$ cat src/rtl/add32_share_arbiter.sv
// add32_share_arbiter: round-robin sharing of one fabric adder among NUM_REQ requesters; optional sum check via ADD_SHARE_CHECK_EN
module add32_share_arbiter #(
  parameter int NUM_REQ = 4,
  parameter int WIDTH = 32,
  parameter int SETTLE = 2,
  parameter int IDW = $clog2(NUM_REQ)
) (
  input  logic                     clk,
  input  logic                     rst_n,
  input  logic [NUM_REQ-1:0]       req_valid,
  output logic [NUM_REQ-1:0]       req_ready,
  input  logic [NUM_REQ*WIDTH-1:0] req_a,
  input  logic [NUM_REQ*WIDTH-1:0] req_b,
  output logic [WIDTH-1:0]         add_a,
  output logic [WIDTH-1:0]         add_b,
  input  logic [WIDTH-1:0]         add_sum,
  output logic                     resp_valid,
  input  logic                     resp_ready,
  output logic [IDW-1:0]           resp_id,
  output logic [WIDTH-1:0]         resp_sum,
  output logic                     busy,
  output logic                     chk_err
);
  typedef enum logic [1:0] {IDLE, WAIT, RESP} state_e;
  state_e state_q, state_d;
  logic [IDW-1:0] last_q, id_q, grant, idx;
  logic [3:0] cnt_q;
  logic [WIDTH-1:0] a_q, b_q, sum_q;
  logic found, accept, capture;
  // first valid requester searching upward from the previous winner, wrapping
  always_comb begin
    grant = last_q;
    found = 1'b0;
    idx = '0;
    for (int k = 1; k <= NUM_REQ; k++) begin
      idx = IDW'((int'(last_q) + k) % NUM_REQ);
      if (!found && req_valid[idx]) begin
        grant = idx;
        found = 1'b1;
      end
    end
  end
  assign accept = rst_n && (state_q == IDLE) && found;
  assign capture = (state_q == WAIT) && (cnt_q == 4'd1);
  // next state: grant, settle, then hold the response until taken
  always_comb begin
    state_d = state_q;
    if (accept) state_d = WAIT;
    else if (capture) state_d = RESP;
    else if (state_q == RESP && resp_ready) state_d = IDLE;
  end
  // state register
  always_ff @(posedge clk or negedge rst_n) begin
    if (!rst_n) state_q <= IDLE;
    else state_q <= state_d;
  end
  // operand latch, settle counter and result capture
  always_ff @(posedge clk or negedge rst_n) begin
    if (!rst_n) begin
      last_q <= IDW'(NUM_REQ - 1);
      cnt_q <= '0;
      a_q <= '0;
      b_q <= '0;
      sum_q <= '0;
      id_q <= '0;
    end else begin
      if (accept) begin
        a_q <= req_a[int'(grant)*WIDTH +: WIDTH];
        b_q <= req_b[int'(grant)*WIDTH +: WIDTH];
        last_q <= grant;
        cnt_q <= 4'(SETTLE);
      end else if (state_q == WAIT) begin
        cnt_q <= cnt_q - 4'd1;
      end
      if (capture) begin
        sum_q <= add_sum;
        id_q <= last_q;
      end
    end
  end
`ifdef ADD_SHARE_CHECK_EN
  logic chk_q;
  // sticky flag when the fabric sum disagrees with a local adder
  always_ff @(posedge clk or negedge rst_n) begin
    if (!rst_n) chk_q <= 1'b0;
    else if (capture && add_sum != a_q + b_q) chk_q <= 1'b1;
  end
  assign chk_err = chk_q;
`else
  assign chk_err = 1'b0;
`endif
  assign req_ready = accept ? NUM_REQ'(1) << grant : '0;
  assign add_a = a_q;
  assign add_b = b_q;
  assign resp_valid = state_q == RESP;
  assign resp_id = id_q;
  assign resp_sum = sum_q;
  assign busy = state_q != IDLE;
endmodule
$ cat config.mk
export PLATFORM = sky130hd
export DESIGN_NAME = add32_share_arbiter
export DESIGN_NICKNAME = d
export VERILOG_FILES = /design/src/rtl/add32_share_arbiter.sv
export SDC_FILE = /design/constraint.sdc
export NUM_CORES = 1
export LEC_CHECK = 0
export CAP_MARGIN = 20
export CORE_AREA = 5 5 152 154
export DETAILED_ROUTE_END_ITERATION = 6
export DIE_AREA = 0 0 157 159
export PLACE_DENSITY_LB_ADDON = 0.2
export SETUP_SLACK_MARGIN = 0.5
export SLEW_MARGIN = 20
export SYNTH_ARGS = -nofsm -noshare
export SYNTH_HDL_FRONTEND = slang
export SYNTH_SLANG_ARGS = --single-unit
$ cat constraint.sdc
create_clock -name clk -period 2.3 [get_ports clk]
set_input_delay 0.46 -clock clk [delete_from_list [all_inputs] [get_ports clk]]
set_output_delay 0.46 -clock clk [all_outputs]
set_load 0.05 [all_outputs]
After elaboration in Yosys (flattened, before gate mapping)
Index checks and enable logic that the tools add are counted.

word-level totals
  bits in registers = 106
  input port bits = 295
  output and inout bits = 105
  logic and storage cells = 58

operators by class
  $add $sub $neg = 5
  $lt $le $gt $ge = 4
  equal/unequal tests = 3
  shift-type cells = 3
  muxes and demuxes = 22
  reduce and logical (&&, ||, !) cells = 14

operator list
  operator               number
  $shiftx A128 B8 Y32    2
  $mux W2                7
  $lt A2 B3 Y1 const B   4
  $mux W4                3
  $bmux W1 S2            4
  $mux W1                8
  $logic_and A1 B1 Y1    7
  $add A2 B1 Y2 const B  2
  $add A2 B2 Y2 const B  2
  $eq A4 B1 Y1 const B   1
  $reduce_bool A2 Y1     2
  $shl A1 B2 Y4 const A  1
  $sub A4 B1 Y4 const B  1
  $logic_not A1 Y1       3
  $reduce_bool A3 Y1     1
  $eq A2 B1 Y1 const B   1
  $eq A2 B2 Y1 const B   1
  $logic_not A2 Y1       1

Longest topological paths before layout
Gate-level depths: netlist of run 1.

  depth in word-level cells = 15
  depth in mapped cells = 8
  depth with buffers taken out = 6

Least setup slack after synthesis of run 1
No wires, ideal clock.

  path kind = register to output
  from = register last_q[0]
  to = output req_ready[1]
  arrival = 2.485 ns
  data required time = 1.840 ns
  path slack = -0.645 ns
  stages on the path, launching flop included = 7
  path buffers = 3
  cell sequence = dfstp_2 > buf_2 > nor3b_1 > a221oi_2 > buf_2 > buf_2 > nor3_1

between the ends
  cells in the longest elaborated chain, start to end = 15
  elaborated cells between the ends (all ways) = 29
  classes of those cells = 4 x add/sub; 1 x shift; 17 x mux; 7 x reduce/logical

ends and longest elaborated chain
  element                                                      line    RTL
  start, declared                                              26      logic [IDW-1:0] last_q, id_q, grant, idx;
  start signal, assigned                                       60      last_q <= IDW'(NUM_REQ - 1);
  start signal, assigned                                       70      last_q <= grant;
  $add A2 B1 Y2                                                36      idx = IDW'((int'(last_q) + k) % NUM_REQ);
  $bmux W1 S2                                                  37      if (!found && req_valid[idx]) begin
  $mux W1 (not written as such)                                37
  $mux W1                                                      37
  $logic_not A1 Y1                                             37
  $logic_and A1 B1 Y1                                          37
  $mux W1                                                      37
  $logic_not A1 Y1                                             37
  $logic_and A1 B1 Y1                                          37
  $mux W1                                                      37
  $logic_not A1 Y1                                             37
  $logic_and A1 B1 Y1                                          37
  $mux W2 / $mux W1 (equally long branches)                    37
  $shl A1 B2 Y4 / $logic_and A1 B1 Y1 (equally long branches)  92, 43
  $mux W4 (*)                                                  92      assign req_ready = accept ? NUM_REQ'(1) << grant : '0;
  end, declared                                                11      output logic [NUM_REQ-1:0] req_ready,

Every way passes the cells marked *; elsewhere a longest branch is shown, timed or not. The select of a mux whose other input is x is not followed.

Worst setup path in the final report of run 1
  from = register last_q[0]
  to = output req_ready[0]

The elaborated chain is that of the path after synthesis.

==> impl_metrics.py, run 1 <==
metrics = {
    "global_route": {
        "grt_max_degree": 107,
        "gr-usage-all-layers_pct": 19.12,
        "grt_first_pass_wirelength_um": 37590,
        "grt_pass1_vias": 6571,
        "antenna_found_initial": 0,
        "grt_overflow_total": 0,
    },
    "logic_synthesis": {
        "synth_edf_count": 0,
        "ys_types": 36,
        "yosysTopAreaCell": "dfrtp_1",
        "netlist_instances": 572,
        "synth.top_cell.area_share_pct": 45.89,
        "avgSynthCellArea_um2": 9.916,
        "synth_area_leaders": "dfrtp_1 (46%), mux2_2 (12%), nand2_1 (9.1%)",
        "ys_warn_count": 0,
        "yosysSeqAreaShare_pct": 46.81,
        "yosys.area_share.adder_pct": 0.4412,
        "synth-async-reset-ratio_pct": 100.0,
        "synth_top_family_by_area": "multiplexers",
        "synth_compound_area_share_pct": 16.26,
        "synth_top_flop_cell": "dfrtp_1",
        "syn_nets": 869,
        "synth_xor_area_share_pct": 0.4633,
        "netlist_area_mm2": 0.005672,
        "synthSimpleGateAreaFrac_pct": 11.01,
        "synth-seq-cells": 106,
        "synthMuxAreaShare_pct": 19.96,
    },
    "critical_path": {
        "crit_type": "reg2out",
        "crit_chain": "nand2_2, a32oi_2, o21ai_2, mux2i_2, buf_4, nor3_4, buf_12",
        "cp.arrival_ps": 2060,
        "r2r_slack_ps": -140,
        "r2r_cells": 11,
        "r2r-start": "last_q[0]$_DFFE_PN1P_",
        "crit_path_top_delay_cell": "dfstp_2",
        "critical_path.startpoint": "last_q[0]$_DFFE_PN1P_",
        "critPathBufInv": 2,
        "cp_slowest_stage_delay_ps": 620,
        "rr_endpoint": "add_a[26]$_DFFE_PN0P_",
        "crit_required_ps": 1840,
        "cp-end-kind": "output port",
        "crit_end": "req_ready[0]",
        "cp_top_family": "flip-flops",
        "crit_fanout": 7,
        "critPathLaunchType": "flip-flop",
        "crit_cells": 7,
    },
    "pwr": {
        "ir_drop_v": 0.0002782,
        "power-per-cell-area_mw_per_mm2": 411.4,
        "power_mw": 5.057,
        "cellLeakagePower_nw": 5.612,
    },
    "detailed_routing": {
        "post-route-drc-count": 0,
        "via_per_inst": 4.818,
        "drt_wl_total_um": 26440,
        "drt-initial-drc-count": 247,
        "drt-pass1-iter-count": 4,
        "final_antenna_net_count": 0,
        "wl_per_cell_um": 19.82,
        "routed-via-count": 6427,
    },
    "finish": {
        "final_cell_mix": "clkdlybuf4s50_1 (289), nand2_1 (132), dfrtp_1 (104), dlygate4sd2_1 (86)",
        "layout_commonest_cell": "clkdlybuf4s50_1",
        "num-nets-final": 1346,
        "synthToLayoutAreaGrowth_pct": 116.7,
        "fin_area_mm2": 0.01229,
        "antenna_cells": 0,
        "layout-drive-gt1-share_pct": 32.16,
    },
    "floorplan": {
        "fp.dieH_um": 159,
        "ios": 400,
        "rows": 54,
        "start_util_pct": 26.31,
        "die-area_mm2": 0.02496,
        "die_w_um": 157,
        "core_mm2": 0.02155,
    },
    "clock_tree": {
        "clk_latency_ps": 350,
        "cts-root-buf": "clkbuf_16",
        "clkTransAtPathRegs_ps": 90,
        "cts.path.max_buffers": 2,
        "cts_tree": "yes",
        "ctsHtreeMaxLevel": 3,
        "cts_buffers": 9,
        "clock_sinks": 106,
    },
    "sta": {
        "skew_ps": 14.68,
        "grt_setup_unrepaired": "true",
        "slew_viol_final": 0,
        "max_freq_ghz": 0.3969,
        "timing.final.ws_setup_ps": -219.8,
        "post-route-min-period_ps": 2520,
        "setup_viol": 37,
        "max_slew.worst_pin.slew_ps": 662.7,
        "hold_viol_final": 0,
        "maxSlewHeadroom_pct": 55.82,
        "period_share_pct": 109.6,
    },
    "place": {
        "placed_cell_area_mm2": 0.01057,
        "port_buffers": 398,
        "hpwl_um": 18270,
        "gp_congestion": 0.8061,
    },
    "min_path": {
        "hold_class": "in2async",
    },
    "run_status": {
        "violations": "negative setup slack",
        "status": "finished, violations left",
    },
    "job": {
        "drv_cap": 0,
    },
}
per-stage QoR:
stage / hold slack [ps] / utilization, % / setup WS [ps] / cells / setup TNS, ps
2_1_floorplan: 164.4 / - / 144.4 / 572 / 0
3_3_place_gp: 462.7 / 49.03 / -347.9 / 1245 / -21380
3_5_place_dp: 475.0 / 49.03 / -359.3 / 1245 / -22250
4_1_cts: 251.8 / 52.05 / -184.5 / 1291 / -4569
5_1_grt: 264.8 / 57.03 / -291.5 / 1334 / -7820
6_report: 175.0 / 57.03 / -219.8 / 1334 / -2925
flip-flops by register name (all words and copies together), names as in the netlist:
register / count
add_a: 32
add_b: 32
cnt_q: 4
last_q: 2
resp_id: 2
resp_sum: 32
state_q: 2
worst register-to-register path: cells and delay by family, from the launching register on:
kind | cells | cell delay, ps
buffers and inverters | 6 | 810
DFF | 1 | 620
AOI/OAI and AO/OA | 3 | 510
muxes | 2 | 390
power breakdown:
part	switching (mW)	internal [mW]
combinational	0.546	0.970
clock	0.849	0.789
sequential	0.0122	1.89
worst min-delay path by stage:
stage,endpoint,depth (start not counted),from
after floorplan,add_a[0]$_DFFE_PN0P_,0,rst_n
after global placement,resp_id[0]$_DFFE_PN0P_,2,resp_id[0]$_DFFE_PN0P_
after detailed placement,resp_id[0]$_DFFE_PN0P_,2,resp_id[0]$_DFFE_PN0P_
after CTS,resp_sum[6]$_DFFE_PN0P_,2,rst_n
after global routing,resp_sum[3]$_DFFE_PN0P_,2,rst_n
final,resp_sum[6]$_DFFE_PN0P_,2,rst_n
final cells by class:
cell class	count	area (µm²)
Fill cell	1872	9261
Timing Repair Buffer	516	5364
Multi-Input combinational cell	409	3582
Sequential cell	106	2655
Tap cell	280	350.3
Clock buffer	9	225.2
Clock inverter	7	88.84
Inverter	7	26.28
layer usage:
metal  share of wire, %  GRT usage, %  vias to the layer above
met1                 38         21.94                     3087
li1                   -             -                     3034
met4                2.3         5.523                        0
met5                  0             0                        -
met3                9.4         6.823                       38
met2                 50         33.33                      268
cells by family after synthesis:
kind of cell	after synthesis
adders and majority gates	2
and+or+nand+nor	158
muxes	101
other	1
buffers and inverters	57
AOI/OAI and AO/OA	144
DFF	106
xor gates and xnor gates	3
synth_stat cells (all sizes together), types with 2 or more instances:
cell type,count
ha,2
inv,7
o22ai,64
dfstp,2
nor2b,2
dfrtp,104
a31oi,65
xnor2,3
buf,29
mux2,97
o21ai,6
nand2,137
nand2b,2
clkbuf,21
nor2,9
o211ai,2
mux2i,4
nor3,3
what timing repair did:
item                       4_1_cts  5_1_grt
setup endpoints to repair      205      105
gates cloned                     6        4
setup buffers                   24       39
hold buffers                     0        0
resized for setup              128      141
pin swaps                        8       18
No activity file was read; power rests on OpenSTA's default activity.
==> run 2: changes to the inputs <==
--- a/config.mk
+++ b/config.mk
@@ -6,9 +6,10 @@
 export NUM_CORES = 1
 export LEC_CHECK = 0
 export CAP_MARGIN = 20
-export CORE_AREA = 5 5 152 154
+export CORE_AREA = 3 3 152 154
 export DETAILED_ROUTE_END_ITERATION = 6
-export DIE_AREA = 0 0 157 159
+export DIE_AREA = 0 0 155 157
+export DONT_BUFFER_PORTS = 1
 export PLACE_DENSITY_LB_ADDON = 0.2
 export SETUP_SLACK_MARGIN = 0.5
 export SLEW_MARGIN = 20
==> constraint.sdc (replaced) <==
create_clock -name clk -period 3.1 [get_ports clk]
set_input_delay 0.62 -clock clk [delete_from_list [all_inputs] [get_ports clk]]
set_output_delay 0.62 -clock clk [all_outputs]
set_load 0.05 [all_outputs]
==> run 2 against run 1 <==
Compared with the run above: the flow finishes with violations (negative hold slack); final cell count is 37% lower; combinational power is 82% lower; clock power is 22% lower; count of clock-buffer cells in the layout is 2 higher; sequential cell count stayed put; wire length is 28% lower; sequential share of layout area is 20 points higher; design area is 48% lower; worst setup slack better by 690 ps; via count is 29% lower; register-to-register slack better by 760 ps; largest cell class is now multi-input gates.
==> impl_metrics.py, run 2 (same netlist as run 1, synthesis figures left out) <==
metrics = {
    "finish": {
        "layout-drive-gt1-share_pct": 19.96,
        "final_cell_mix": "nand2_1 (137), dfrtp_1 (104), o22ai_1 (64), a31oi_1 (64), mux2_2 (59)",
        "synthToLayoutAreaGrowth_pct": 12.64,
        "multiInputGateArea_mm2": 0.002806,
        "fin_util_pct": 29.27,
        "fillers": 2293,
        "regArea_mm2": 0.002655,
        "num-nets-final": 853,
        "layout_commonest_cell": "nand2_1",
    },
    "detailed_routing": {
        "post-route-drc-count": 0,
        "routed-via-count": 4579,
        "drt-initial-drc-count": 204,
        "wl_per_cell_um": 22.47,
        "drt-pass1-iter-count": 4,
        "final_antenna_net_count": 0,
        "drt_wl_total_um": 18990,
        "via_per_inst": 5.419,
    },
    "global_route": {
        "grt_pass1_vias": 4778,
        "grt_max_degree": 109,
        "antenna_found_initial": 6,
        "grt_overflow_total": 0,
        "grt_first_pass_wirelength_um": 27520,
        "gr-usage-all-layers_pct": 14.45,
    },
    "clock_tree": {
        "clock_sinks": 106,
        "clkTransAtPathRegs_ps": 70,
        "ctsHtreeMaxLevel": 3,
        "cts-root-buf": "clkbuf_16",
        "cts.path.max_buffers": 2,
        "cts_buffers": 9,
        "cts_tree": "yes",
        "clk_latency_ps": 350,
    },
    "critical_path": {
        "crit_fanout": 6,
        "critPathLaunchType": "flip-flop",
        "cp-end-kind": "output port",
        "crit_path_top_delay_cell": "dfstp_2",
        "crit_required_ps": 2480,
        "cpMostUsedCell": "buf_4",
        "crit_chain": "buf_4, buf_4, mux2i_1, mux2i_1, buf_4, nor3_4, buf_6",
        "crit_type": "reg2out",
        "cp_slowest_stage_delay_ps": 590,
        "cp.arrival_ps": 2010,
    },
    "sta": {
        "slew_viol_final": 0,
        "tns_ps": 0,
        "maxSlewHeadroom_pct": 33.68,
        "max_slew.worst_pin.slew_ps": 992.7,
        "setup_viol": 0,
        "period_share_pct": 84.81,
        "skew_ps": 10.35,
        "grt_setup_unrepaired": "true",
        "max_freq_ghz": 0.3804,
        "timing.final.ws_setup_ps": 471.0,
        "whs_ps": -35.33,
        "hold_viol_final": 54,
        "post-route-min-period_ps": 2629,
    },
    "pwr": {
        "power-per-cell-area_mw_per_mm2": 475.4,
        "power_mw": 3.037,
        "cellLeakagePower_nw": 2.709,
        "ir_drop_v": 0.0001861,
    },
    "floorplan": {
        "die-area_mm2": 0.02434,
        "core_mm2": 0.02182,
        "start_util_pct": 25.99,
        "ios": 400,
        "rows": 54,
        "fp.dieH_um": 157,
        "die_w_um": 155,
    },
    "place": {
        "hpwl_um": 14110,
        "gp_congestion": 0.7973,
        "port_buffers": 0,
        "placement.setup.worst_slack_ps": 497.2,
    },
    "run_status": {
        "violations": "negative hold slack",
        "status": "finished, violations left",
    },
    "min_path": {
        "hold_class": "in2async",
    },
    "job": {
        "drv_cap": 0,
    },
}
## run 2: worst paths after layout
path                            slack [ps]  cells after the start                       end                  start
worst min register to register         550                      2      cnt_q[1]$_DFFE_PN0P_   cnt_q[1]$_DFFE_PN0P_
min in group clk                       420                      2      add_a[3]$_DFFE_PN0P_               req_a[3]
max in group asynchronous             2860                      0     add_a[30]$_DFFE_PN0P_                  rst_n
worst max register to register         620                      8     add_b[27]$_DFFE_PN0P_  last_q[1]$_DFFE_PN1P_
worst min-delay path                   -40                      0  resp_sum[18]$_DFFE_PN0P_                  rst_n
worst max-delay path                   470                      7              req_ready[0]  last_q[0]$_DFFE_PN1P_
## run 2: power by group
part | leakage, nW | total [mW] | switching (mW) | internal [mW]
Sequential | 1.37 | 1.49 | 0.0911 | 1.40
Combinational | 1.18 | 0.267 | 0.140 | 0.127
Clock | 0.157 | 1.28 | 0.540 | 0.738
Total | 2.71 | 3.04 | 0.771 | 2.27
## run 2: worst max-delay path: cells and delay by family, from the launching register on
family / cells / cell delay [ps]
muxes: 2 / 340
DFF: 1 / 590
and+or+nand+nor: 1 / 130
buffers and inverters: 4 / 600
## run 2: timing repair
action,in CTS,in global routing
gates resized for setup,5,11
setup buffers,8,1
hold endpoints to repair,104,104
endpoints found under the setup margin,3,41
pin swaps,2,5
## run 2: layout make-up
class,count,share of cell area [%]
inverter,7,0.4113
tap,280,5.484
antenna,4,0.1567
sequential,106,41.56
multi-input combinational,409,43.93
clock buffer,11,3.799
clock inverter,5,1.332
timing repair buffer,23,3.329
## run 2: routing by layer
layer | track usage [%] | up-vias | routed length [µm]
met3 | 5.252 | 25 | 1823
met5 | 0 | - | 21
met4 | 5.088 | 4 | 369
met2 | 25.10 | 261 | 9720
met1 | 16.44 | 2246 | 7054
li1 | - | 2043 | -
## run 2: per-stage QoR
step                      std cells  cell area [µm²]
after floorplan                 572             5682
after global placement          816             5929
after detailed placement        816             5929
after CTS                       840             6325
after global routing            844             6386
final                           845             6389
